`config.mk`:
```
export PLATFORM = sky130hd
export DESIGN_NAME = slc3_ctrl_fsm_flat
export DESIGN_NICKNAME = d
export VERILOG_FILES = /design/src/rtl/slc3_ctrl_fsm_if.sv /design/src/rtl/slc3_ctrl_fsm.sv /design/src/flat_wrapper.sv
export SDC_FILE = /design/constraint.sdc
export NUM_CORES = 1
export LEC_CHECK = 0
export ABC_AREA = 1
export CAP_MARGIN = 10
export CORE_AREA = 4 4 55 57
export DETAILED_ROUTE_END_ITERATION = 10
export DIE_AREA = 0 0 59 61
export PLACE_DENSITY_LB_ADDON = 0.2
export SYNTH_ARGS = -nofsm -noshare
export SYNTH_HDL_FRONTEND = slang
export SYNTH_SLANG_ARGS = --single-unit
```
`constraint.sdc`:
```
create_clock -name clk -period 1.5 [get_ports clk]
set_input_delay 0.225 -clock clk [delete_from_list [all_inputs] [get_ports clk]]
set_output_delay 0.225 -clock clk [all_outputs]
set_load 0.005 [all_outputs]
```
`src/rtl/slc3_ctrl_fsm_if.sv`:
```
// Control bundle between the SLC-3 control FSM (master) and the datapath (slave).
// Status inputs flow datapath -> FSM; load enables, gates, selects and strobes flow FSM -> datapath.
interface slc3_ctrl_fsm_if;
   logic        run_i;
   logic        continue_i;
   logic [15:0] ir;
   logic        n;
   logic        z;
   logic        p;

   logic        ld_mar;
   logic        ld_mdr;
   logic        ld_ir;
   logic        ld_pc;
   logic        ld_cc;
   logic        ld_reg;
   logic        ld_led;
   logic        gate_pc;
   logic        gate_mdr;
   logic        gate_alu;
   logic        gate_marmux;
   logic [1:0]  pcmux;
   logic [1:0]  addr2mux;
   logic        addr1mux;
   logic        drmux;
   logic        sr1mux;
   logic        sr2mux;
   logic [1:0]  aluk;
   logic        mem_mem_ena;
   logic        mem_wr_ena;

   modport master (
      input  run_i, continue_i, ir, n, z, p,
      output ld_mar, ld_mdr, ld_ir, ld_pc, ld_cc, ld_reg, ld_led,
             gate_pc, gate_mdr, gate_alu, gate_marmux,
             pcmux, addr2mux, addr1mux, drmux, sr1mux, sr2mux, aluk,
             mem_mem_ena, mem_wr_ena
   );

   modport slave (
      output run_i, continue_i, ir, n, z, p,
      input  ld_mar, ld_mdr, ld_ir, ld_pc, ld_cc, ld_reg, ld_led,
             gate_pc, gate_mdr, gate_alu, gate_marmux,
             pcmux, addr2mux, addr1mux, drmux, sr1mux, sr2mux, aluk,
             mem_mem_ena, mem_wr_ena
   );
endinterface

```
`src/rtl/slc3_ctrl_fsm.sv`:
```
// SLC-3 Moore control FSM: fetch / decode / execute sequencing with a latched BEN
// and memory accesses stretched over MEM_WAIT extra cycles.
module slc3_ctrl_fsm #(
   parameter int unsigned MEM_WAIT = 1
) (
   input  logic          clk,
   input  logic          reset,
   slc3_ctrl_fsm_if.master bus
);

   localparam logic [3:0] OP_BR    = 4'b0000;
   localparam logic [3:0] OP_ADD   = 4'b0001;
   localparam logic [3:0] OP_JSR   = 4'b0100;
   localparam logic [3:0] OP_AND   = 4'b0101;
   localparam logic [3:0] OP_LDR   = 4'b0110;
   localparam logic [3:0] OP_STR   = 4'b0111;
   localparam logic [3:0] OP_NOT   = 4'b1001;
   localparam logic [3:0] OP_JMP   = 4'b1100;
   localparam logic [3:0] OP_PAUSE = 4'b1101;

   localparam logic [2:0] WAIT_LAST = 3'(MEM_WAIT);

   typedef enum logic [4:0] {
      S_HALTED, S_FETCH1, S_FETCH2, S_FETCH3, S_DECODE,
      S_ADD, S_AND, S_NOT, S_BEN_CHK, S_BR_TAKE, S_JMP,
      S_JSR1, S_JSR2, S_LDR1, S_LDR2, S_LDR3,
      S_STR1, S_STR2, S_STR3,
      S_PAUSE1, S_PAUSE_WAIT, S_PAUSE2
   } state_e;

   state_e     state;
   state_e     state_nxt;
   logic [2:0] wait_cnt;
   logic [2:0] wait_cnt_nxt;
   logic       ben;
   logic       ben_nxt;
   logic       mem_done;

   assign mem_done = (wait_cnt == WAIT_LAST);

   // NOTE: sequential state uses <= so every flop samples pre-edge values; comb blocks use =.
   always_ff @(posedge clk or posedge reset) begin
      if (reset) begin
         state    <= S_HALTED;
         wait_cnt <= '0;
         ben      <= 1'b0;
      end else begin
         state    <= state_nxt;
         wait_cnt <= wait_cnt_nxt;
         ben      <= ben_nxt;
      end
   end

   // The wait counter sits at 0 outside memory states, so entering one always starts a fresh count.
   always_comb begin
      // NOTE: defaults before the case keep every path assigned, so no latches are inferred.
      state_nxt    = state;
      wait_cnt_nxt = '0;
      ben_nxt      = ben;
      case (state)
         S_HALTED:  if (bus.run_i) state_nxt = S_FETCH1;
         S_FETCH1:  state_nxt = S_FETCH2;
         S_FETCH2: begin
            if (mem_done) state_nxt = S_FETCH3;
            else          wait_cnt_nxt = wait_cnt + 3'd1;
         end
         S_FETCH3:  state_nxt = S_DECODE;
         S_DECODE: begin
            ben_nxt = |(bus.ir[11:9] & {bus.n, bus.z, bus.p});
            case (bus.ir[15:12])
               OP_ADD:   state_nxt = S_ADD;
               OP_AND:   state_nxt = S_AND;
               OP_NOT:   state_nxt = S_NOT;
               OP_BR:    state_nxt = S_BEN_CHK;
               OP_JMP:   state_nxt = S_JMP;
               OP_JSR:   state_nxt = S_JSR1;
               OP_LDR:   state_nxt = S_LDR1;
               OP_STR:   state_nxt = S_STR1;
               OP_PAUSE: state_nxt = S_PAUSE1;
               default:  state_nxt = S_FETCH1;
            endcase
         end
         S_BEN_CHK: state_nxt = ben ? S_BR_TAKE : S_FETCH1;
         S_JSR1:    state_nxt = S_JSR2;
         S_LDR1:    state_nxt = S_LDR2;
         S_LDR2: begin
            if (mem_done) state_nxt = S_LDR3;
            else          wait_cnt_nxt = wait_cnt + 3'd1;
         end
         S_STR1:    state_nxt = S_STR2;
         S_STR2:    state_nxt = S_STR3;
         S_STR3: begin
            if (mem_done) state_nxt = S_FETCH1;
            else          wait_cnt_nxt = wait_cnt + 3'd1;
         end
         S_PAUSE1:     state_nxt = bus.continue_i ? S_PAUSE2 : S_PAUSE_WAIT;
         S_PAUSE_WAIT: if (bus.continue_i)  state_nxt = S_PAUSE2;
         S_PAUSE2:     if (!bus.continue_i) state_nxt = S_FETCH1;
         S_ADD, S_AND, S_NOT, S_BR_TAKE, S_JMP, S_JSR2, S_LDR3:
            state_nxt = S_FETCH1;
         default:   state_nxt = S_HALTED;
      endcase
   end

   always_comb begin
      bus.ld_mar      = 1'b0;
      bus.ld_mdr      = 1'b0;
      bus.ld_ir       = 1'b0;
      bus.ld_pc       = 1'b0;
      bus.ld_cc       = 1'b0;
      bus.ld_reg      = 1'b0;
      bus.ld_led      = 1'b0;
      bus.gate_pc     = 1'b0;
      bus.gate_mdr    = 1'b0;
      bus.gate_alu    = 1'b0;
      bus.gate_marmux = 1'b0;
      bus.pcmux       = 2'b00;
      bus.addr2mux    = 2'b00;
      bus.addr1mux    = 1'b0;
      bus.drmux       = 1'b0;
      bus.sr1mux      = 1'b0;
      bus.sr2mux      = 1'b0;
      bus.aluk        = 2'b00;
      bus.mem_mem_ena = 1'b0;
      bus.mem_wr_ena  = 1'b0;
      case (state)
         S_FETCH1: begin
            bus.gate_pc = 1'b1;
            bus.ld_mar  = 1'b1;
            bus.ld_pc   = 1'b1;
         end
         S_FETCH2, S_LDR2: begin
            bus.mem_mem_ena = 1'b1;
            bus.ld_mdr      = mem_done;
         end
         S_FETCH3: begin
            bus.gate_mdr = 1'b1;
            bus.ld_ir    = 1'b1;
         end
         S_ADD, S_AND, S_NOT: begin
            bus.gate_alu = 1'b1;
            bus.ld_reg   = 1'b1;
            bus.ld_cc    = 1'b1;
            bus.sr1mux   = 1'b1;
            bus.sr2mux   = bus.ir[5];
            bus.aluk     = (state == S_AND) ? 2'b01 : (state == S_NOT) ? 2'b10 : 2'b00;
         end
         S_BR_TAKE: begin
            bus.ld_pc    = 1'b1;
            bus.pcmux    = 2'b10;
            bus.addr2mux = 2'b10;
         end
         S_JMP: begin
            bus.ld_pc    = 1'b1;
            bus.pcmux    = 2'b10;
            bus.addr1mux = 1'b1;
            bus.sr1mux   = 1'b1;
         end
         S_JSR1: begin
            bus.gate_pc = 1'b1;
            bus.ld_reg  = 1'b1;
            bus.drmux   = 1'b1;
         end
         S_JSR2: begin
            bus.ld_pc    = 1'b1;
            bus.pcmux    = 2'b10;
            bus.addr2mux = 2'b11;
         end
         S_LDR1, S_STR1: begin
            bus.gate_marmux = 1'b1;
            bus.ld_mar      = 1'b1;
            bus.addr1mux    = 1'b1;
            bus.addr2mux    = 2'b01;
            bus.sr1mux      = 1'b1;
         end
         S_LDR3: begin
            bus.gate_mdr = 1'b1;
            bus.ld_reg   = 1'b1;
            bus.ld_cc    = 1'b1;
         end
         // Source register is ir[11:9] here and is passed through the ALU unchanged.
         S_STR2: begin
            bus.aluk     = 2'b11;
            bus.gate_alu = 1'b1;
            bus.ld_mdr   = 1'b1;
         end
         S_STR3: begin
            bus.mem_mem_ena = 1'b1;
            bus.mem_wr_ena  = 1'b1;
         end
         S_PAUSE1: bus.ld_led = 1'b1;
         default: ;
      endcase
   end

endmodule

```
`src/flat_wrapper.sv`:
```
// flat-port wrapper written by rule: the top's interface ports become plain ports
module slc3_ctrl_fsm_flat 
#(
   parameter int unsigned MEM_WAIT = 1
)
  (clk, reset, bus_run_i, bus_continue_i, bus_ir, bus_n, bus_z, bus_p, bus_ld_mar, bus_ld_mdr, bus_ld_ir, bus_ld_pc, bus_ld_cc, bus_ld_reg, bus_ld_led, bus_gate_pc, bus_gate_mdr, bus_gate_alu, bus_gate_marmux, bus_pcmux, bus_addr2mux, bus_addr1mux, bus_drmux, bus_sr1mux, bus_sr2mux, bus_aluk, bus_mem_mem_ena, bus_mem_wr_ena);
  slc3_ctrl_fsm_if bus_i ();
  input  logic clk;
  input  logic reset;
  input wire logic [$bits(bus_i.run_i)-1:0] bus_run_i;
  input wire logic [$bits(bus_i.continue_i)-1:0] bus_continue_i;
  input wire logic [$bits(bus_i.ir)-1:0] bus_ir;
  input wire logic [$bits(bus_i.n)-1:0] bus_n;
  input wire logic [$bits(bus_i.z)-1:0] bus_z;
  input wire logic [$bits(bus_i.p)-1:0] bus_p;
  output wire logic [$bits(bus_i.ld_mar)-1:0] bus_ld_mar;
  output wire logic [$bits(bus_i.ld_mdr)-1:0] bus_ld_mdr;
  output wire logic [$bits(bus_i.ld_ir)-1:0] bus_ld_ir;
  output wire logic [$bits(bus_i.ld_pc)-1:0] bus_ld_pc;
  output wire logic [$bits(bus_i.ld_cc)-1:0] bus_ld_cc;
  output wire logic [$bits(bus_i.ld_reg)-1:0] bus_ld_reg;
  output wire logic [$bits(bus_i.ld_led)-1:0] bus_ld_led;
  output wire logic [$bits(bus_i.gate_pc)-1:0] bus_gate_pc;
  output wire logic [$bits(bus_i.gate_mdr)-1:0] bus_gate_mdr;
  output wire logic [$bits(bus_i.gate_alu)-1:0] bus_gate_alu;
  output wire logic [$bits(bus_i.gate_marmux)-1:0] bus_gate_marmux;
  output wire logic [$bits(bus_i.pcmux)-1:0] bus_pcmux;
  output wire logic [$bits(bus_i.addr2mux)-1:0] bus_addr2mux;
  output wire logic [$bits(bus_i.addr1mux)-1:0] bus_addr1mux;
  output wire logic [$bits(bus_i.drmux)-1:0] bus_drmux;
  output wire logic [$bits(bus_i.sr1mux)-1:0] bus_sr1mux;
  output wire logic [$bits(bus_i.sr2mux)-1:0] bus_sr2mux;
  output wire logic [$bits(bus_i.aluk)-1:0] bus_aluk;
  output wire logic [$bits(bus_i.mem_mem_ena)-1:0] bus_mem_mem_ena;
  output wire logic [$bits(bus_i.mem_wr_ena)-1:0] bus_mem_wr_ena;
  assign bus_i.run_i = bus_run_i;
  assign bus_i.continue_i = bus_continue_i;
  assign bus_i.ir = bus_ir;
  assign bus_i.n = bus_n;
  assign bus_i.z = bus_z;
  assign bus_i.p = bus_p;
  assign bus_ld_mar = bus_i.ld_mar;
  assign bus_ld_mdr = bus_i.ld_mdr;
  assign bus_ld_ir = bus_i.ld_ir;
  assign bus_ld_pc = bus_i.ld_pc;
  assign bus_ld_cc = bus_i.ld_cc;
  assign bus_ld_reg = bus_i.ld_reg;
  assign bus_ld_led = bus_i.ld_led;
  assign bus_gate_pc = bus_i.gate_pc;
  assign bus_gate_mdr = bus_i.gate_mdr;
  assign bus_gate_alu = bus_i.gate_alu;
  assign bus_gate_marmux = bus_i.gate_marmux;
  assign bus_pcmux = bus_i.pcmux;
  assign bus_addr2mux = bus_i.addr2mux;
  assign bus_addr1mux = bus_i.addr1mux;
  assign bus_drmux = bus_i.drmux;
  assign bus_sr1mux = bus_i.sr1mux;
  assign bus_sr2mux = bus_i.sr2mux;
  assign bus_aluk = bus_i.aluk;
  assign bus_mem_mem_ena = bus_i.mem_mem_ena;
  assign bus_mem_wr_ena = bus_i.mem_wr_ena;
  slc3_ctrl_fsm #(.MEM_WAIT(MEM_WAIT)) u_core (.clk(clk), .reset(reset), .bus(bus_i));
endmodule
```
==> results.yml <==
worst_setup_path:
  arrival_ns: 1.63
  worstSetupStartpoint: "u_core.state[3]"
  crit_type: "flop to primary output"
  required_ns: 1.27
  crit_fanout: 4
  r2r_slack_ns: -0.21
  cp-start-kind: "flop"
  crit_path_end_kind: "primary output"
  ff2ff_path_depth: 9
  r2r_start: "u_core.state[4]"
routing:
  drc: 0
  dr.pass1.iters: 7
  wl_per_cell_um: 18.35
  via_count: 1739
  drt_iter0_drc: 139
  drt_wl_total_mm: 5.615
  ant_nets: 0
  via_per_inst: 5.683
placed_design:
  globalplace.congestion: 0.8896
  dpl_cell_area_sq_um: 1657
  io_buffers: 36
  hpwl_mm: 2.722
timing:
  holdWs_ns: 0.2205
  rsz0062_at_grt: "yes"
  max_freq_mhz: 537.6
  finalCriticalPeriod_ns: 1.860
  setup_ws_ns: -0.3599
  hold_violations: 0
  final.period_utilization: 1.240
  drv_slew: 0
  setup_viol: 28
  fin_skew_ns: 0.0009680
pwr:
  power_density_nw_per_um2: 1768
  leakage_nw: 1.225
  max-vdd-ir-drop_mv: 1.583
global_route:
  grt_max_degree: 10
  overflow: 0
  antenna_found_initial: 0
  grt_usage: 0.2447
  grt_pass1_wl_mm: 6.699
  grt_pass1_vias: 1585
floorplan:
  start_util: 0.4010
  die_y_um: 61
  core_sq_um: 2477
  die_area_sq_um: 3599
  rows: 18
  die_x_um: 59
  num_io_pins: 46
final_layout:
  design_area_sq_um: 2226
  final_common_cell: "nand2_1"
  n_antenna_cell: 0
  drive_above_1_share: 0.5725
  nets: 304
  final_cell_mix: "nand2_1, buf_4, buf_6"
  area_growth_pct: 124.1
synthesis:
  netlist_area_sq_um: 993.5
  synthXorXnorAreaFrac: 0.008816
  synth-simple-area-share: 0.4987
  synthAdderAreaFrac: 0.05038
  avgSynthCellArea_sq_um: 5.743
  synth_top_family_by_area: "simple AND/OR/NAND/NOR gates"
  synth_cell_types: 27
  synth_mux_area_frac: 0
  synth-seq-cells: 9
  synth-compound-area-share: 0.1008
  ys_seq_area_frac: 0.2267
  synth_nets: 200
  yosysWarnings: 0
  synthCells: 173
clock_tree:
  cts_tree: "done"
  ctsLongestPathBuffers: 2
  cts-root-buf: "clkbuf_4"
  cts_made_buffers: 3
  holdBufCountCts: 0
  clk_pin_slew_ns: 0.06
  cts_sinks: 9
  htree_levels: 1
  clock_latency_ns: 0.26
outcome:
  status: "finished with violations"
  violations: "negative setup slack"
flow_run:
  drv_cap: 0
worst_hold_path:
  worstHoldPathType: "input pin to async pin"
## synth_stat cells (all sizes together)
cell type,count,area (sq um)
nand2,65,246.5
inv,26,97.59
nor2,25,116.4
nand3,19,100.1
dfrtp,9,225.2
a21oi,6,30.03
o21ai,5,28.78
ha,4,50.05
buf,2,12.51
nand4,2,12.51
or2,2,12.52
a41oi,1,8.760
conb,1,3.750
nand3b,1,7.510
o211ai,1,7.510
o21bai,1,7.510
o221ai,1,8.760
o2bb2ai,1,8.760
xor2,1,8.760
## what timing repair did
action	in CTS	in global routing
buffers inserted	23	11
resized for setup	146	58
pin swaps	23	22
setup endpoints to repair	27	28
## worst max-delay path, cell delays in order (launching register included)
cell and delay, ns:
dfrtp_1 0.42, buf_6 0.14, nor2_4 0.17, nand2_2 0.12
nand2_4 0.10, a21oi_4 0.05, buf_6 0.12, nor2_1 0.11
buf_2 0.13
## path summary, 6_finish.rpt
| path | end |
|---|---|
| setup / recovery | bus_sr2mux |
| hold / removal | u_core.wait_cnt[0] |
| setup reg to reg | u_core.state[0] |
| hold reg to reg | u_core.wait_cnt[0] |
| max in group asynchronous | u_core.state[0] |
| min in group clk | u_core.wait_cnt[0] |
## metal layers
layer	GRT usage	wire length, um
met2	0.4890	2773
met3	0.03830	481
met4	0.1197	366
met1	0.2420	1994
met5	0	0
## area by class of cell
cell class / count / area, sq um
clock buffers: 4 / 26.28
fillers: 103 / 251.5
inverters: 26 / 100.1
multi-input cells: 136 / 953.4
flip-flops and latches: 9 / 227.7
well taps: 30 / 37.54
repair buffers: 101 / 880.8
## cell families after synthesis
logic type | Yosys count
compound gates | 16
flops | 9
other cells | 1
simple gates | 114
xor+xnor | 1
buf+inv | 28
fa+ha+maj | 4
## where the power goes
| group | internal [W] | switching, W | leakage [nW] |
|---|---|---|---|
| clock network | 0.000103 | 0.0000868 | 0.0150 |
| registers | 0.000328 | 0.000112 | 0.115 |
| logic | 0.00162 | 0.00168 | 1.09 |
## metrics by stage
stage                     worst slack, ns  std cells  power, W    util  TNS (ns)
after detailed placement          -0.4094        274  0.002230  0.6687    -6.404
after global routing              -0.4084        306  0.004113  0.8985    -7.626
after CTS                         -0.2554        300  0.003107  0.7929    -4.271
final                             -0.3599        306  0.003935  0.8985    -6.152
after global placement            -0.3286        274  0.002192  0.6687    -5.643
after floorplan                    0.1412        173  0.001215       -         0
## registers in the layout, summed over array words and instances (netlist names)
| signal | count |
|---|---|
| u_core.ben | 1 |
| u_core.state | 5 |
| u_core.wait_cnt | 3 |
(Power assumes the default switching activity.)
